<file path="src/rtl/psum_out_fifo_if.sv">
// psum_out_fifo_if
//   Bundles the psum collection buffer's data-path and handshake signals.
//   Parameters:
//     col     - number of array columns (one FIFO lane each)
//     psum_bw - width of one partial sum
//   Signals:
//     wr        per-lane write strobe (array valid bus)
//     in        packed lane data, lane i at [psum_bw*(i+1)-1 : psum_bw*i]
//     rd        row read request
//     out       registered row of psums, same packing as in
//     out_valid out was loaded by the previous edge's accepted read
//     o_valid   every lane holds at least one entry
//     o_full    at least one lane is full
//     o_ready   !o_full
//     overflow  sticky: a write to a full lane was dropped
//   Modports:
//     master - the producer/consumer side (array + SFP stage)
//     slave  - the buffer itself
//
//   Handshake: a lane write happens on a clock edge where wr[i]=1 and that
//   lane is not full before the edge; a row read happens on an edge where
//   rd=1 and o_valid=1 before the edge. Strobes presented outside those
//   conditions are ignored (a dropped write additionally sets overflow).
interface psum_out_fifo_if #(
    parameter int col     = 8,
    parameter int psum_bw = 16
);
    logic [col-1:0]         wr;
    logic [psum_bw*col-1:0] in;
    logic                   rd;
    logic [psum_bw*col-1:0] out;
    logic                   out_valid;
    logic                   o_valid;
    logic                   o_full;
    logic                   o_ready;
    logic                   overflow;

    modport master (
        output wr, in, rd,
        input  out, out_valid, o_valid, o_full, o_ready, overflow
    );

    modport slave (
        input  wr, in, rd,
        output out, out_valid, o_valid, o_full, o_ready, overflow
    );
endinterface

</file>
<file path="src/rtl/psum_out_fifo.sv">
// psum_out_fifo
//   Output-side collection buffer for the systolic MAC array. Each array
//   column writes its partial sum into its own circular FIFO lane whenever
//   its valid bit is set; because columns finish in a diagonal wavefront the
//   lanes fill at different times. A row becomes readable once every lane
//   holds at least one entry, and a single rd strobe pops one entry from
//   every lane into the registered out bus.
//   Ports:
//     clk   - rising-edge clock
//     reset - synchronous active-high reset, clears pointers and outputs
//     bus   - psum_out_fifo_if.slave (wr/in/rd in, out/flags out)
//   Parameters:
//     col     - number of lanes
//     psum_bw - width of one psum
//     depth   - entries per lane, power of 2, >= 2
module psum_out_fifo #(
    parameter int col     = 8,
    parameter int psum_bw = 16,
    parameter int depth   = 16
) (
    input logic                  clk,
    input logic                  reset,
    psum_out_fifo_if.slave       bus
);
    localparam int aw = $clog2(depth);
    localparam logic [aw:0] ptr_one = 1;

    // Pointers carry one extra MSB so full and empty are distinguishable.
    logic [aw:0]        wptr [col];
    logic [aw:0]        rptr [col];
    logic [psum_bw-1:0] mem  [col][depth];

    logic [col-1:0] lane_full;
    logic [col-1:0] lane_empty;
    logic           rd_accept;

    always_comb begin
        lane_full  = '0;
        lane_empty = '0;
        for (int i = 0; i < col; i++) begin
            lane_empty[i] = (wptr[i] == rptr[i]);
            lane_full[i]  = (wptr[i][aw-1:0] == rptr[i][aw-1:0]) &&
                            (wptr[i][aw] != rptr[i][aw]);
        end
    end

    // Status flags depend on pointers only, never on the current inputs.
    assign bus.o_valid = ~|lane_empty;
    assign bus.o_full  = |lane_full;
    assign bus.o_ready = ~bus.o_full;
    assign rd_accept   = bus.rd && bus.o_valid;

    // Storage is not reset; writes are suppressed on a reset edge so that
    // nothing from that cycle survives.
    always_ff @(posedge clk) begin
        if (!reset) begin
            for (int i = 0; i < col; i++) begin
                if (bus.wr[i] && !lane_full[i]) begin
                    mem[i][wptr[i][aw-1:0]] <= bus.in[i*psum_bw +: psum_bw];
                end
            end
        end
    end

    always_ff @(posedge clk) begin
        if (reset) begin
            for (int i = 0; i < col; i++) begin
                wptr[i] <= '0;
                rptr[i] <= '0;
            end
            bus.out       <= '0;
            bus.out_valid <= 1'b0;
            bus.overflow  <= 1'b0;
        end else begin
            for (int i = 0; i < col; i++) begin
                // Fullness is judged on pre-edge pointers, so a full lane
                // drops its write even when a row read is accepted this edge.
                if (bus.wr[i]) begin
                    if (lane_full[i]) begin
                        bus.overflow <= 1'b1;
                    end else begin
                        wptr[i] <= wptr[i] + ptr_one;
                    end
                end
                if (rd_accept) begin
                    bus.out[i*psum_bw +: psum_bw] <= mem[i][rptr[i][aw-1:0]];
                    rptr[i] <= rptr[i] + ptr_one;
                end
            end
            bus.out_valid <= rd_accept;
        end
    end
endmodule

</file>
<file path="src/flat_wrapper.sv">
// flat-port wrapper written by rule: the top's interface ports become plain ports
module psum_out_fifo_flat 
#(
    parameter int col     = 8,
    parameter int psum_bw = 16,
    parameter int depth   = 16
)
  (clk, reset, bus_wr, bus_in, bus_rd, bus_out, bus_out_valid, bus_o_valid, bus_o_full, bus_o_ready, bus_overflow);
  psum_out_fifo_if #(.col(col), .psum_bw(psum_bw)) bus_i ();
  input logic clk;
  input logic reset;
  input wire logic [$bits(bus_i.wr)-1:0] bus_wr;
  input wire logic [$bits(bus_i.in)-1:0] bus_in;
  input wire logic [$bits(bus_i.rd)-1:0] bus_rd;
  output wire logic [$bits(bus_i.out)-1:0] bus_out;
  output wire logic [$bits(bus_i.out_valid)-1:0] bus_out_valid;
  output wire logic [$bits(bus_i.o_valid)-1:0] bus_o_valid;
  output wire logic [$bits(bus_i.o_full)-1:0] bus_o_full;
  output wire logic [$bits(bus_i.o_ready)-1:0] bus_o_ready;
  output wire logic [$bits(bus_i.overflow)-1:0] bus_overflow;
  assign bus_i.wr = bus_wr;
  assign bus_i.in = bus_in;
  assign bus_i.rd = bus_rd;
  assign bus_out = bus_i.out;
  assign bus_out_valid = bus_i.out_valid;
  assign bus_o_valid = bus_i.o_valid;
  assign bus_o_full = bus_i.o_full;
  assign bus_o_ready = bus_i.o_ready;
  assign bus_overflow = bus_i.overflow;
  psum_out_fifo #(.col(col), .psum_bw(psum_bw), .depth(depth)) u_core (.clk(clk), .reset(reset), .bus(bus_i));
endmodule
</file>
<file path="config.mk">
export PLATFORM = sky130hd
export DESIGN_NAME = psum_out_fifo_flat
export DESIGN_NICKNAME = d
export VERILOG_FILES = /design/src/rtl/psum_out_fifo_if.sv /design/src/rtl/psum_out_fifo.sv /design/src/flat_wrapper.sv
export SDC_FILE = /design/constraint.sdc
export NUM_CORES = 2
export LEC_CHECK = 0
export BUFFER_PORTS_ARGS = -buffer_cell sky130_fd_sc_hd__buf_4
export CORE_MARGIN = 8
export CORE_UTILIZATION = 56
export DETAILED_ROUTE_END_ITERATION = 8
export PLACE_DENSITY = 0.77
export REMOVE_ABC_BUFFERS = 1
export SLEW_MARGIN = 15
export SYNTH_ARGS = -nofsm -noshare
export SYNTH_HDL_FRONTEND = slang
export SYNTH_SLANG_ARGS = --single-unit
</file>
<file path="constraint.sdc">
create_clock -name clk -period 4.18 [get_ports clk]
set_input_delay 0.836 -clock clk [delete_from_list [all_inputs] [get_ports clk]]
set_output_delay 0.836 -clock clk [all_outputs]
set_load 0.01 [all_outputs]
</file>
# Word level (Yosys, flattened, before mapping)
# Memories as Yosys holds them, arrays and structs flattened.
# Index checks and enable logic that the tools add are counted.
[op_classes]
add_sub_neg = 16
magnitude_cmp = 24
n_eq_ne = 24
n_mux = 134
n_bitwise = 33
reduce_logical = 36
[ops]
columns = ["cell", "count"]
rows = [
  ["2-to-1 mux 256 bit", 8],
  ["binary-select mux 16 bit (select 4 bit)", 8],
  ["demux 16 bit (select 4 bit)", 8],
  ["2-to-1 mux 16 bit", 24],
  ["adder 5 x 1 -> 5 bit (second input constant)", 16],
  [">= comparator 5 bit (second input constant)", 16],
  ["2-to-1 mux 5 bit", 16],
  ["NOT 4 -> 5 bit", 16],
  ["2-to-1 mux 1 bit", 70],
  ["== test 5 bit", 8],
  ["< comparator 5 x 1 -> 1 bit (second input constant)", 8],
  ["== test 4 bit", 8],
  ["logical AND 1 bit", 25],
  ["bitwise OR 1 bit", 16],
  ["OR reduction 8 bit", 2],
  ["logical NOT 1 bit", 9],
  ["!= test 1 bit", 8],
  ["NOT 1 bit", 1],
]
[totals]
reg_bits = 130
mem_bits_rw = 2128
in_bits = 139
output_inout_bits = 133
wordCells = 273
mem_count = 3
[memory_table]
columns = ["name", "depth", "word_bits", "read_ports", "rd_ports_with_merged_regs", "write_ports", "line", "source"]
rows = [
  ["u_core.mem", 8, 256, 8, 0, 8, "psum_out_fifo.sv:31", "logic [psum_bw-1:0] mem [col][depth];"],
  ["u_core.rptr", 8, 5, 8, 0, 8, "psum_out_fifo.sv:30", "logic [aw:0] rptr [col];"],
  ["u_core.wptr", 8, 5, 8, 0, 8, "psum_out_fifo.sv:29", "logic [aw:0] wptr [col];"],
]

# Logic depth before layout (Yosys ltp)
[logic_depth]
word_depth = 19
ltp_mapped = 9
depth_no_buf = 6

# Worst setup path after synthesis
# No wires, ideal clock.
[synth_path]
path_type = "input-to-reg"
from = "input port reset"
to = "memory u_core.mem[0][704] in the netlist's numbering, enable pin"
setup_time_ps = 430
t_arrival_ps = 3116
required_time_ps = 3750
slack_ps = 634
stages = 5
path_buffers = 2
path_cell_list = "clkbuf_1 -> inv_1 -> nand3_1 -> clkbuf_1 -> nor4_1"
[synth_lines]
columns = ["element", "line", "source"]
rows = [
  ["start: declaration", "flat_wrapper.sv:11", "input logic reset;"],
  ["end: declaration", "psum_out_fifo.sv:31", ""],
]

==> results.py <==
metrics = {
    "placement": {
        "gp_congestion": 0.785,
        "port-buffer-count": 271,
        "dp_cells": 6161,
        "dp_slack_ns": 0.582,
        "dp_hpwl_mm": 107,
    },
    "pwr": {
        "switching_power_w": 0.0164,
        "power_frac_seq_pct": 43.4,
        "swShare_pct": 27.0,
        "p_comb_share_pct": 24.1,
        "power_w": 0.0609,
        "power_density_nw_per_um2": 613,
        "peakVddDrop_uv": 472,
        "intPower_w": 0.0444,
        "clkPwrFrac_pct": 32.5,
        "power.leakage_nw": 32.4,
    },
    "global_route": {
        "grt_pass1_vias": 42400,
        "grt_pass1_wl_mm": 281,
        "track_usage_pct": 22.4,
        "antenna_found_initial": 30,
        "grt_overflow": 0,
        "grt_max_degree": 74,
    },
    "run_status": {
        "status": "complete, no violations",
    },
    "sta": {
        "fmax_mhz": 260,
        "fin_crit_sh_pct": 92.1,
        "fin_skew_ns": 0.0389,
        "slew_violations": 0,
        "setup_ws_ns": 0.329,
        "layout_min_cycle_time_ns": 3.85,
        "tns_ns": 0,
        "worstMarginPinSlew_ns": 1.05,
        "maxSlewHeadroom_pct": 30.1,
        "rsz0062_at_grt": "no",
        "final-hold-violation-count": 0,
        "setup_viol": 0,
    },
    "finish": {
        "areaGrowthSynthToFinish_pct": 14.6,
        "final_nets": 4513,
        "finalNonFillerCells": 6588,
        "drive_above_1_share_pct": 32.7,
    },
    "logic_synthesis": {
        "yosys.area_share.simple_pct": 1.92,
        "synth_area_leader_cell": "edfxtp_1",
        "yosysSeqAreaShare_pct": 76.7,
        "yosysTopAreaCellShare_pct": 73.7,
        "yosysMostFrequentCell": "edfxtp_1",
        "synth_xor_area_share_pct": 0.899,
        "synth_area_leaders": "edfxtp_1 74%, mux4_2 17%, dfxtp_1 3.0%",
        "synthMuxAreaShare_pct": 16.6,
        "netlist_area_um2": 86700,
        "ys_top_cells_by_count": "2128 x edfxtp_1, 640 x mux4_2, 173 x inv_1",
        "syn_inst": 3870,
        "synth-compound-area-share_pct": 1.39,
        "avgSynthCellArea_um2": 22.4,
        "synth_edf_count": 2128,
        "ys.flop_type": "edfxtp_1",
        "synth_top_family_by_area": "multiplexers",
        "synth_fa_ha_area_share_pct": 0.577,
        "ys_ff_latch": 2258,
        "ys_warn_count": 0,
        "async_flop_share_pct": 0,
        "synth.distinct_cells": 37,
    },
    "detailed_routing": {
        "drc_errors": 0,
        "drt_wl_total_mm": 191,
        "first_pass_iters": 5,
        "post_drt_via_cell_ratio": 6.20,
        "wl_per_cell_um": 29.0,
        "dr_total_vias": 40900,
        "ant_nets": 0,
        "drtIter0Drc": 4340,
    },
    "clock_tree": {
        "cts_root_buffer": "clkbuf_16",
        "cts_buffer_depth": 3,
        "clock_latency_ns": 0.83,
        "clock-sinks": 2258,
        "cts.clk_slew.worst_paths_ns": 0.06,
        "cts_resized": 0,
        "postCtsHoldBufs": 0,
        "post-cts-setup-buffer-count": 0,
        "cts_tree": "done",
        "cts_buffers": 215,
        "cts_max_level": 4,
    },
    "floorplan": {
        "design.core.area_um2": 154000,
        "ios": 272,
        "die_w_um": 409,
        "rows": 144,
        "start_util_pct": 56.3,
        "dieArea_um2": 168000,
        "die_h_um": 409,
    },
    "critical_path": {
        "arrival_ns": 3.01,
        "criticalPathCategory": "reg -> out",
        "end_kind": "output port",
        "critPathMaxFanout": 11,
        "critPathLaunchType": "flip-flop",
        "worstPathRequired_ns": 3.34,
    },
    "hold_path": {
        "hold_class": "in -> reg",
    },
    "job": {
        "drv_cap": 0,
    },
}
metal layers:
metal | GRT usage [%] | vias up | part of all wire, %
met5 | 0 | - | 0.065
met4 | 6.47 | 20 | 2.6
met3 | 4.98 | 321 | 7.7
met2 | 37.6 | 1777 | 51
met1 | 30.0 | 21700 | 39
li1 | - | 17000 | -
registers in the layout, indices dropped and copies added (netlist names):
name / flops
u_core.bus.out: 128
u_core.bus.out_valid: 1
u_core.bus.overflow: 1
u_core.mem: 2048
u_core.rptr: 40
u_core.wptr: 40
cell usage in the layout (no fill, tap or decap), types with 7 or more instances in the layout:
cell,netlist,final
and2_1,35,35
and3_1,39,39
buf_12,0,9
buf_4,4,444
bufinv_16,0,24
clkbuf_1,83,48
clkbuf_16,0,220
clkbuf_8,0,17
clkinv_1,0,39
clkinv_2,0,31
clkinvlp_4,0,14
dfxtp_1,130,130
diode_2,0,19
edfxtp_1,2128,2128
ha_1,40,40
inv_1,173,172
inv_6,0,7
mux4_2,640,640
nand2_1,31,31
nand2b_1,11,11
nand3_1,36,36
nand4_1,9,9
nor2_1,105,75
nor2_2,0,30
nor2b_1,9,9
nor3_1,26,10
nor3_2,0,16
nor4_2,1,11
o2bb2ai_1,128,128
xnor2_1,46,46
xor2_1,43,43
final timing paths:
| check | start | to | slack (ns) | cells after the start |
|---|---|---|---|---|
| setup reg to reg | u_core.wptr[0][2] | u_core.rptr[0][12] | 1.01 | 7 |
| hold reg to reg | u_core.bus.out[74] | u_core.bus.out[74] | 0.46 | 1 |
| setup / recovery | u_core.wptr[0][2] | bus_o_ready | 0.33 | 7 |
| hold / removal | bus_in[4] | u_core.mem[0][116] | 0.30 | 1 |
critical path, cell delays in order (launching register included):
cell	delay, ns
edfxtp_1	0.61
xnor2_1	0.22
nand4_1	0.21
nand2b_1	0.40
nand4_1	0.15
or2_2	0.41
inv_1	0.09
buf_4	0.12
power groups by stage:
stage | registers [W] | clock network [W] | logic (W)
floorplan | 0.0288 | 0 | 0.00854
global placement | 0.0268 | 0 | 0.0146
detailed placement | 0.0269 | 0 | 0.0148
CTS | 0.0264 | 0.0201 | 0.0150
global route | 0.0265 | 0.0209 | 0.0157
finish | 0.0264 | 0.0198 | 0.0147
cells by family (layout without fill, tap and decap cells):
family / Yosys count / after routing
buf+inv: 379 / 1034
xor+xnor: 89 / 89
fa+ha+maj: 40 / 40
mux: 640 / 640
compound gates: 139 / 139
flops: 2258 / 2258
other cells: 0 / 19
simple gates: 325 / 325
layout make-up:
cell class              instances  area (um2)
multi-input cells            1233       18800
diodes                         19        47.5
flip-flops and latches       2258       66500
well taps                    2044        2560
fillers                      9889       54500
repair buffers                453        3510
clock buffers                 285        5920
inverters                     173         649
clock inverters               123        1360
through the flow:
step	cell area, um2	util [%]	hold WS, ns
2_1_floorplan	85700	-	0.489
3_3_place_gp	92000	59.8	0.445
3_5_place_dp	92000	59.8	0.448
4_1_cts	99300	64.5	0.229
5_1_grt	99300	64.5	0.262
6_report	99300	64.6	0.304
Power figures use the tool's default switching activity.
